$ cat src/rtl/ball_pkg.sv
// Shared defaults, per-axis command type and symmetric velocity saturation
// used by the ball motion logic.
package ball_pkg;

  localparam int unsigned TICK_M_DEFAULT = 1350000;
  localparam int unsigned START_X        = 128;
  localparam int unsigned START_Y        = 188;

  typedef enum logic [1:0] {AX_NONE, AX_POS, AX_NEG} axis_cmd_e;

  // a + b clamped to [-lim, lim]; the most-negative code is never produced.
  function automatic int sat_add(int a, int b, int lim);
    int s;
    s = a + b;
    if (s > lim) return lim;
    if (s < -lim) return -lim;
    return s;
  endfunction

endpackage

$ cat src/rtl/ball_kinematics_if.sv
// Direction/wall inputs and position/velocity outputs of the ball motion block.
interface ball_kinematics_if #(
  parameter int unsigned POS_W = 8,
  parameter int unsigned VEL_W = 5
);
  logic                    up, down, left, right;
  logic                    wallAboveball, wallBelowball, wallLeftOfball, wallRightOfball;
  logic [POS_W-1:0]        ballColumn, ballRow;
  logic signed [VEL_W-1:0] xVelocity, yVelocity;
  logic                    posUpdate;

  modport master (
    output up, down, left, right,
    output wallAboveball, wallBelowball, wallLeftOfball, wallRightOfball,
    input  ballColumn, ballRow, xVelocity, yVelocity, posUpdate
  );

  modport slave (
    input  up, down, left, right,
    input  wallAboveball, wallBelowball, wallLeftOfball, wallRightOfball,
    output ballColumn, ballRow, xVelocity, yVelocity, posUpdate
  );
endinterface

$ cat src/rtl/ball_axis.sv
// One motion axis: velocity update on tick (stage 1), then fixed-point position
// update with wall stop/reflect and screen-edge clamping (stage 2).
module ball_axis
  import ball_pkg::*;
#(
  parameter int unsigned POS_W    = 8,
  parameter int unsigned FRAC_W   = 2,
  parameter int unsigned VEL_W    = 5,
  parameter int unsigned VMAX     = 15,
  parameter int unsigned ACC_STEP = 1,
  parameter int unsigned START    = 128,
  parameter bit          BOUNCE   = 1'b0,
  parameter bit          FRICTION = 1'b1
) (
  input  logic                    clk_i,
  input  logic                    rst_i,
  input  logic                    tick_i,
  input  logic                    upd_i,
  input  axis_cmd_e               cmd_i,
  input  logic                    wall_pos_i,
  input  logic                    wall_neg_i,
  output logic [POS_W-1:0]        pos_o,
  output logic signed [VEL_W-1:0] vel_o
);

  localparam int unsigned FX_W = POS_W + FRAC_W;

  logic [FX_W-1:0]         pos_q, pos_d;
  logic signed [VEL_W-1:0] vel_q, vel_d;
  logic signed [FX_W+1:0]  sum;
  int                      v_int;

  always_comb begin
    pos_d = pos_q;
    vel_d = vel_q;
    v_int = int'(vel_q);
    // Two guard bits above the position so both underflow and overflow are visible.
    sum   = $signed({2'b00, pos_q}) + $signed({{(FX_W + 2 - VEL_W){vel_q[VEL_W-1]}}, vel_q});
    if (tick_i) begin
      case (cmd_i)
        AX_POS:  vel_d = VEL_W'(sat_add(v_int, int'(ACC_STEP), int'(VMAX)));
        AX_NEG:  vel_d = VEL_W'(sat_add(v_int, -int'(ACC_STEP), int'(VMAX)));
        default: begin
          if (FRICTION && v_int != 0) vel_d = VEL_W'((v_int > 0) ? v_int - 1 : v_int + 1);
        end
      endcase
    end else if (upd_i) begin
      if ((v_int > 0 && wall_pos_i) || (v_int < 0 && wall_neg_i)) begin
        vel_d = BOUNCE ? -vel_q : '0;
      end else if (sum[FX_W+1]) begin
        pos_d = '0;
        vel_d = '0;
      end else if (sum[FX_W]) begin
        pos_d = '1;
        vel_d = '0;
      end else begin
        pos_d = sum[FX_W-1:0];
      end
    end
  end

  always_ff @(posedge clk_i) begin
    if (rst_i) begin
      pos_q <= {POS_W'(START), {FRAC_W{1'b0}}};
      vel_q <= '0;
    end else begin
      pos_q <= pos_d;
      vel_q <= vel_d;
    end
  end

  assign pos_o = pos_q[FX_W-1 -: POS_W];
  assign vel_o = vel_q;

endmodule

$ cat src/rtl/ball_kinematics.sv
// Ball motion top: motion tick divider, direction decode and the two axis
// pipelines; posUpdate marks the cycle new positions appear.
module ball_kinematics #(
  parameter int unsigned POS_W    = 8,
  parameter int unsigned FRAC_W   = 2,
  parameter int unsigned VEL_W    = 5,
  parameter int unsigned VMAX     = 15,
  parameter int unsigned ACC_STEP = 1,
  parameter int unsigned TICK_M   = ball_pkg::TICK_M_DEFAULT,
  parameter int unsigned START_X  = ball_pkg::START_X,
  parameter int unsigned START_Y  = ball_pkg::START_Y,
  parameter bit          BOUNCE   = 1'b0,
  parameter bit          FRICTION = 1'b1
) (
  input logic               clk108MHz,
  input logic               resetPressed,
  ball_kinematics_if.slave  bus_io
);
  import ball_pkg::*;

  localparam int unsigned CNT_W = (TICK_M > 1) ? $clog2(TICK_M) : 1;

  logic [CNT_W-1:0]        cnt_q, cnt_d;
  logic                    tick;
  logic                    s1_valid_q, s1_valid_d;
  logic                    pos_update_q, pos_update_d;
  axis_cmd_e               x_cmd, y_cmd;
  logic [POS_W-1:0]        col, row;
  logic signed [VEL_W-1:0] x_vel, y_vel;

  always_comb begin
    tick         = (cnt_q == CNT_W'(TICK_M - 1));
    cnt_d        = tick ? '0 : cnt_q + 1'b1;
    s1_valid_d   = tick;
    pos_update_d = s1_valid_q;
    // Opposing requests cancel and behave like no request.
    x_cmd = AX_NONE;
    if (bus_io.right && !bus_io.left) x_cmd = AX_POS;
    else if (bus_io.left && !bus_io.right) x_cmd = AX_NEG;
    y_cmd = AX_NONE;
    if (bus_io.down && !bus_io.up) y_cmd = AX_POS;
    else if (bus_io.up && !bus_io.down) y_cmd = AX_NEG;
  end

  always_ff @(posedge clk108MHz) begin
    if (resetPressed) begin
      cnt_q        <= '0;
      s1_valid_q   <= 1'b0;
      pos_update_q <= 1'b0;
    end else begin
      cnt_q        <= cnt_d;
      s1_valid_q   <= s1_valid_d;
      pos_update_q <= pos_update_d;
    end
  end

  ball_axis #(
    .POS_W(POS_W), .FRAC_W(FRAC_W), .VEL_W(VEL_W), .VMAX(VMAX), .ACC_STEP(ACC_STEP),
    .START(START_X), .BOUNCE(BOUNCE), .FRICTION(FRICTION)
  ) u_axis_x (
    .clk_i(clk108MHz), .rst_i(resetPressed), .tick_i(tick), .upd_i(s1_valid_q),
    .cmd_i(x_cmd), .wall_pos_i(bus_io.wallRightOfball), .wall_neg_i(bus_io.wallLeftOfball),
    .pos_o(col), .vel_o(x_vel)
  );

  ball_axis #(
    .POS_W(POS_W), .FRAC_W(FRAC_W), .VEL_W(VEL_W), .VMAX(VMAX), .ACC_STEP(ACC_STEP),
    .START(START_Y), .BOUNCE(BOUNCE), .FRICTION(FRICTION)
  ) u_axis_y (
    .clk_i(clk108MHz), .rst_i(resetPressed), .tick_i(tick), .upd_i(s1_valid_q),
    .cmd_i(y_cmd), .wall_pos_i(bus_io.wallBelowball), .wall_neg_i(bus_io.wallAboveball),
    .pos_o(row), .vel_o(y_vel)
  );

  assign bus_io.ballColumn = col;
  assign bus_io.ballRow    = row;
  assign bus_io.xVelocity  = x_vel;
  assign bus_io.yVelocity  = y_vel;
  assign bus_io.posUpdate  = pos_update_q;

endmodule
$ cat src/flat_wrapper.sv
// flat-port wrapper written by rule: the top's interface ports become plain ports
module ball_kinematics_flat import ball_pkg::*;
#(
  parameter int unsigned POS_W    = 8,
  parameter int unsigned FRAC_W   = 2,
  parameter int unsigned VEL_W    = 5,
  parameter int unsigned VMAX     = 15,
  parameter int unsigned ACC_STEP = 1,
  parameter int unsigned TICK_M   = ball_pkg::TICK_M_DEFAULT,
  parameter int unsigned START_X  = ball_pkg::START_X,
  parameter int unsigned START_Y  = ball_pkg::START_Y,
  parameter bit          BOUNCE   = 1'b0,
  parameter bit          FRICTION = 1'b1
)
  (clk108MHz, resetPressed, bus_io_up, bus_io_down, bus_io_left, bus_io_right, bus_io_wallAboveball, bus_io_wallBelowball, bus_io_wallLeftOfball, bus_io_wallRightOfball, bus_io_ballColumn, bus_io_ballRow, bus_io_xVelocity, bus_io_yVelocity, bus_io_posUpdate);
  ball_kinematics_if #(.POS_W(POS_W), .VEL_W(VEL_W)) bus_io_i ();
  input logic clk108MHz;
  input logic resetPressed;
  input wire logic [$bits(bus_io_i.up)-1:0] bus_io_up;
  input wire logic [$bits(bus_io_i.down)-1:0] bus_io_down;
  input wire logic [$bits(bus_io_i.left)-1:0] bus_io_left;
  input wire logic [$bits(bus_io_i.right)-1:0] bus_io_right;
  input wire logic [$bits(bus_io_i.wallAboveball)-1:0] bus_io_wallAboveball;
  input wire logic [$bits(bus_io_i.wallBelowball)-1:0] bus_io_wallBelowball;
  input wire logic [$bits(bus_io_i.wallLeftOfball)-1:0] bus_io_wallLeftOfball;
  input wire logic [$bits(bus_io_i.wallRightOfball)-1:0] bus_io_wallRightOfball;
  output wire logic [$bits(bus_io_i.ballColumn)-1:0] bus_io_ballColumn;
  output wire logic [$bits(bus_io_i.ballRow)-1:0] bus_io_ballRow;
  output wire logic [$bits(bus_io_i.xVelocity)-1:0] bus_io_xVelocity;
  output wire logic [$bits(bus_io_i.yVelocity)-1:0] bus_io_yVelocity;
  output wire logic [$bits(bus_io_i.posUpdate)-1:0] bus_io_posUpdate;
  assign bus_io_i.up = bus_io_up;
  assign bus_io_i.down = bus_io_down;
  assign bus_io_i.left = bus_io_left;
  assign bus_io_i.right = bus_io_right;
  assign bus_io_i.wallAboveball = bus_io_wallAboveball;
  assign bus_io_i.wallBelowball = bus_io_wallBelowball;
  assign bus_io_i.wallLeftOfball = bus_io_wallLeftOfball;
  assign bus_io_i.wallRightOfball = bus_io_wallRightOfball;
  assign bus_io_ballColumn = bus_io_i.ballColumn;
  assign bus_io_ballRow = bus_io_i.ballRow;
  assign bus_io_xVelocity = bus_io_i.xVelocity;
  assign bus_io_yVelocity = bus_io_i.yVelocity;
  assign bus_io_posUpdate = bus_io_i.posUpdate;
  ball_kinematics #(.POS_W(POS_W), .FRAC_W(FRAC_W), .VEL_W(VEL_W), .VMAX(VMAX), .ACC_STEP(ACC_STEP), .TICK_M(TICK_M), .START_X(START_X), .START_Y(START_Y), .BOUNCE(BOUNCE), .FRICTION(FRICTION)) u_core (.clk108MHz(clk108MHz), .resetPressed(resetPressed), .bus_io(bus_io_i));
endmodule
$ cat config.mk
export PLATFORM = sky130hd
export DESIGN_NAME = ball_kinematics_flat
export DESIGN_NICKNAME = d
export VERILOG_FILES = /design/src/rtl/ball_pkg.sv /design/src/rtl/ball_kinematics_if.sv /design/src/rtl/ball_axis.sv /design/src/rtl/ball_kinematics.sv /design/src/flat_wrapper.sv
export SDC_FILE = /design/constraint.sdc
export NUM_CORES = 1
export LEC_CHECK = 0
export ABC_AREA = 1
export CAP_MARGIN = 30
export CORE_MARGIN = 1
export CORE_UTILIZATION = 64
export CTS_CLUSTER_SIZE = 30
export DETAILED_ROUTE_END_ITERATION = 6
export PLACE_DENSITY_LB_ADDON = 0.1
export SETUP_SLACK_MARGIN = 0.15
export SYNTH_ARGS = -nofsm -noshare
export SYNTH_HDL_FRONTEND = slang
export SYNTH_SLANG_ARGS = --single-unit
$ cat constraint.sdc
create_clock -name clk108MHz -period 3.55 [get_ports clk108MHz]
set_clock_uncertainty 0.1 [all_clocks]
set_input_delay 0.71 -clock clk108MHz [delete_from_list [all_inputs] [get_ports clk108MHz]]
set_output_delay 0.71 -clock clk108MHz [all_outputs]
set_load 0.01 [all_outputs]
* Word-level counts from Yosys, hierarchy flattened
Cells that the tools add are included.
** Cells by class
- $add $sub $neg :: 9
- $lt $le $gt $ge :: 12
- Eq/ne operators :: 7
- Muxes and demuxes :: 68
- Bitwise operators :: 3
- Reduce and logical (&&, ||, !) cells :: 24
** Operators with widths (count)
- 2-to-1 mux 5 bit :: 26
- nonzero test 32 bit :: 2
- 2-to-1 mux 10 bit :: 4
- 2-to-1 mux 1 bit :: 28
- adder 11 x 5 -> 12 bit :: 2
- greater-than comparator 6 x 5 -> 1 bit (second input constant) :: 4
- less-than comparator 6 x 5 -> 1 bit (second input constant) :: 4
- adder 21 x 1 -> 21 bit (second input constant) :: 1
- equality test 21 bit (second input constant) :: 1
- case mux 5 bit (2 select lines) :: 2
- 2-to-1 mux 4 bit :: 4
- adder 5 x 1 -> 6 bit (second input constant) :: 2
- adder 5 x 2 -> 6 bit (second input constant) :: 2
- AND reduction 3 bit :: 4
- greater-than comparator 5 x 1 -> 1 bit (second input constant) :: 2
- less-than comparator 5 x 1 -> 1 bit (second input constant) :: 2
- subtractor 5 x 2 -> 5 bit (second input constant) :: 2
- logical AND 1 bit :: 8
- 2-to-1 mux 2 bit :: 4
- != test 4 bit (second input constant) :: 2
- nonzero test 4 bit :: 2
- equality test 2 x 1 -> 1 bit (second input constant) :: 2
- equality test 2 bit (second input constant) :: 2
- logical NOT 1 bit :: 4
- 4 further kinds :: 7
** Storage, ports and cells
- Register bits after elaboration :: 53
- Input port bits :: 10
- Output and inout port bits :: 27
- Word-level logic and storage cells :: 130

* Depth between registers and ports, before layout
- Depth in word-level cells :: 14
- Mapped depth :: 17
- Depth with buffers taken out :: 17

* Modules after synthesis
From an unflattened synthesis, not the netlist that was laid out.
** Second synthesis, totals
- Cells, all modules :: 740
- Area total of the unflattened synthesis :: 4680.7 um^2
** Modules (own cells, without submodules)
- ball_axis (u_core.u_axis_x) :: times used 1, cells each 286, area an instance 1759.2 um^2
- ball_axis (u_core.u_axis_y) :: times used 1, cells each 280, area an instance 1737.9 um^2
- ball_kinematics :: times used 1, cells each 174, area an instance 1183.6 um^2

* Worst setup path before layout
No wires, ideal clock.
- Kind :: reg-to-reg
- Start point :: register u_core.u_axis_x.vel_q[0] (netlist: u_core.u_axis_x.vel_o[0])
- End point :: register u_core.u_axis_x.pos_q[6]
- Setup time :: 0.132 ns
- Arrival :: 1.981 ns
- Data required time :: 3.318 ns
- Setup slack :: 1.337 ns
- Stages on the path, launching flop included :: 12
- Path buffers :: 0
- Period minus slack after synthesis :: 2.213 ns
- Path through :: dfxtp_1 > ha_1 > inv_1 > fa_1 > inv_1 > nand3_1 > nand3_1 > nand2_1 > nand2_1 > clkinv_1 > o21bai_1 > a21oi_1
** Between the ends
- Word-level cells in the longest chain between the ends :: 5
- Elaborated cells between the ends (all ways) :: 10
- Classes of those cells :: add/sub (1); order compare (2); mux (2); bitwise (1); reduce/logical (4)
** Ends and longest elaborated chain
- start, declared :: RTL line ball_axis.sv:29 : logic signed [VEL_W-1:0] vel_q, vel_d;
- start signal, assigned :: RTL line ball_axis.sv:68 : vel_q <= vel_d;
- parallel branches: the longest is 5 deep, another holds adder 11 x 5 -> 12 bit
- end signal, assigned :: RTL line ball_axis.sv:64 : pos_q <= {POS_W'(START), {FRAC_W{1'b0}}};
- end signal, assigned :: RTL line ball_axis.sv:67 : pos_q <= pos_d;
- end, declared :: RTL line ball_axis.sv:28 : logic [FX_W-1:0] pos_q, pos_d;
Parallel ways; which one is timed is not known.
A chain may end at the register's enable or synchronous reset.

* Final worst setup path
- Start point :: register u_core.u_axis_y.vel_q[4] (netlist: u_core.u_axis_y.vel_o[4])
- End point :: register u_core.u_axis_y.vel_q[3] (netlist: u_core.u_axis_y.vel_o[3])
** Between the ends
- Word-level cells in the longest chain between the ends :: 10
- Elaborated cells between the ends (all ways) :: 45
- Classes of those cells :: add/sub (3); order compare (6); eq/ne (1); mux (29); reduce/logical (6)
** Ends and longest elaborated chain
- start, declared :: RTL line ball_axis.sv:29
- start signal, assigned :: RTL line ball_axis.sv:68
- adder 5 x 1 -> 6 bit or adder 5 x 2 -> 6 bit (tied branches)
- less-than comparator 6 x 5 -> 1 bit :: RTL line ball_pkg.sv:16 : if (s < -lim) return -lim;
- 2-to-1 mux 1 bit (2 in a row) :: RTL line ball_pkg.sv:16
- 2-to-1 mux 1 bit :: RTL line ball_axis.sv:40 : case (cmd_i)
- 2-to-1 mux 1 bit :: RTL line ball_axis.sv:39 : if (tick_i) begin
- 2-to-1 mux 5 bit :: RTL line ball_pkg.sv:17 : return s;
- 2-to-1 mux 5 bit :: RTL line ball_pkg.sv:16
- case mux 5 bit (2 select lines) :: RTL line ball_axis.sv:40
- 2-to-1 mux 5 bit :: RTL line ball_axis.sv:39
Parallel ways exist; a longest one is shown, timed or not. The select of a mux whose other input is x is not followed.

==> results_dict.tcl <==
set metrics [dict create \
    status "finished clean" \
    layout-drive-gt1-share_pct 6.69 \
    synth_edf_count 0 \
    grt_usage_pct 28.5 \
    place.gp.congestion 0.924 \
    tightestPinTransition_ns 1.00 \
    maxCapViolations 0 \
    yosysSeqAreaShare_pct 23.4 \
    rsz0062_at_grt "false" \
    ys_ff_latch 53 \
    final.setup.worst_slack_ns 0.793 \
    grt_pass1_vias 3954 \
    syn_area_per_cell_um2 6.47 \
    start_kind "flip-flop" \
    holdBufCountCts 0 \
    drtIter0Drc 258 \
    worstPathMaxFanout 17 \
    fin_nets 764 \
    tritoncts "yes" \
    synth.distinct_cells 40 \
    max_freq_ghz 0.363 \
    grt_pass1_wl_mm 17.3 \
    clk_pin_slew_ns 0.11 \
    htree_levels 2 \
    cts_setup_buffers 0 \
    root_buffer "clkbuf_8" \
    die_w_um 86.2 \
    fin_crit_sh_pct 77.6 \
    ys_async_sr_fraction_pct 0 \
    yosys_most_used_dff "dfxtp_1" \
    wire_per_inst_um 12.6 \
    postSynthCellCount 701 \
    drtPass1Iterations 5 \
    finalSetupTns_ns 0 \
    setup_viol 0 \
    dpl_worst_slack_ns 0.878 \
    ctsResizeCount 0 \
    rows 30 \
    synth_fp_nets 748 \
    vias 4413 \
    hold_class "reg2reg" \
    antenna_left 0 \
    relSlewSlack_pct 32.3 \
    synth_area_leader_cell "dfxtp_1" \
    peakVddDrop_v 0.000177 \
    antennaDiodeCount 0 \
    critPathCaptureType "flip-flop" \
    grt.overflow.total 0 \
    die-area_mm2 0.00743 \
    cts_sinks 53 \
    io_pins 37 \
    via_per_inst 5.42 \
    yosysWarnings 0 \
    die-height_um 86.2 \
    required_ns 3.69 \
    power.density_mw_per_mm2 210 \
    netlist_area_mm2 0.00454 \
    drt-total-wl_mm 10.2 \
    fillers 630 \
    initial_core_util_pct 66.4 \
    grt_max_degree 27 \
    layout_commonest_cell "nand2_1" \
    drc 0 \
    rrSetupSlack_ns 0.79 \
    multi_input_area_mm2 0.00296 \
    portBuffers 36 \
    core_area_mm2 0.00683 \
    clockBufferDepth 2 \
    clk_latency_ns 0.31 \
    path_class "reg2reg" \
    worstPathArrival_ns 2.90 \
    antenna_found_initial 0 \
    p_leak_uw 0.00237 \
    layout_common_cells "nand2_1 (204), inv_1 (76), a21oi_1 (60), nor2_1 (59), dfxtp_1 (53)" \
    drv_slew 0 \
    final_core_util_pct 72.3 \
    synth.area.top_cells "dfxtp_1 (23%), nand2_1 (17%), ha_1 (9.7%)" \
    area_growth_pct 8.94 \
    hold_viol_final 0 \
    fin_crit_ns 2.76 \
    ff_latch_area_mm2 0.00106 \
    synth_top_area_share_pct 23.4 \
    hpwl_mm 7.82 \
    numCtsBuffers 5 \
]
[through the flow]
stage          hold slack (ns)  total power [uW]  cells  cell area [um^2]
2_1_floorplan            0.318               654    701              4540
3_3_place_gp             0.328               675    806              4840
6_report                 0.360              1040    814              4940
3_5_place_dp             0.337               677    806              4840
5_1_grt                  0.383              1080    814              4940
4_1_cts                  0.357              1050    814              4940
[registers in the layout (all words and copies together) (netlist names)]
signal                   flops
u_core.bus_io.posUpdate      1
u_core.u_axis_x.vel_o        5
u_core.pos_update_d          1
u_core.cnt_q                21
u_core.u_axis_y.pos_q       10
u_core.u_axis_x.pos_q       10
u_core.u_axis_y.vel_o        5
[cells in the mapped netlist (4+ instances only)]
library cell and instances:
ha_1 35, nor2_4 8, xor2_1 20, inv_2 7, xnor2_1 7, nor3_1 4, nand2_2 9, nand2_1 204
o21ai_0 17, buf_2 6, a21oi_1 60, nand4_1 16, nor3b_1 5, dfxtp_1 53, clkbuf_1 4, buf_4 17
nor2_1 59, inv_1 76, o21bai_1 10, nand3_1 51
[final cells by class]
class                   instances  share of cell area, %
multi-input cells             533                   60.0
clock inverters                 3                  0.582
repair buffers                 38                   7.59
flip-flops and latches         53                   21.5
inverters                      86                   6.56
clock buffers                   5                   1.39
well taps                      96                   2.43
[final timing paths]
check                                               from                  endpoint  depth (start not counted)
worst max register to register  u_core.u_axis_y.vel_o[4]  u_core.u_axis_y.vel_o[3]                         10
worst max-delay path            u_core.u_axis_y.vel_o[4]  u_core.u_axis_y.vel_o[3]                         10
worst min-delay path                     u_core.cnt_q[0]           u_core.cnt_q[0]                          1
worst min register to register           u_core.cnt_q[0]           u_core.cnt_q[0]                          1
[metal layers]
layer | share of wire, % | global-route usage [%] | vias to the layer above
met4 | 0.70 | 4.70 | 0
met2 | 45 | 47.5 | 126
met1 | 49 | 39.9 | 2000
met5 | 0 | 0 | -
met3 | 4.7 | 3.90 | 7
li1 | - | - | 2280
[kinds of logic after synthesis]
| kind of cell | count (synthesis) | synth area share [%] |
|---|---|---|
| adder cells (fa/ha/maj) | 37 | 10.5 |
| AO/OA/AOI/OAI | 97 | 11.9 |
| buffers and inverters | 115 | 11.3 |
| XOR/XNOR | 27 | 5.21 |
| flip-flops | 53 | 23.4 |
| AND/OR/NAND/NOR | 372 | 37.7 |
[report_power, final]
part,total (uW),switching [uW],internal (uW)
combinational,65.3,39.2,26.1
clock,375,227,148
sequential,599,2.07,597
[critical path: stages (launching register included)]
cell and delay, ns:
dfxtp_1 0.81, ha_1 0.40, nor3_1 0.26, nand3_1 0.13, nand3_1 0.09, nand2_1 0.05, nand2_1 0.32, nand3_1 0.15
nand2_2 0.14, nand2_1 0.06, a21oi_1 0.16
No activity file was read; power rests on OpenSTA's default activity.
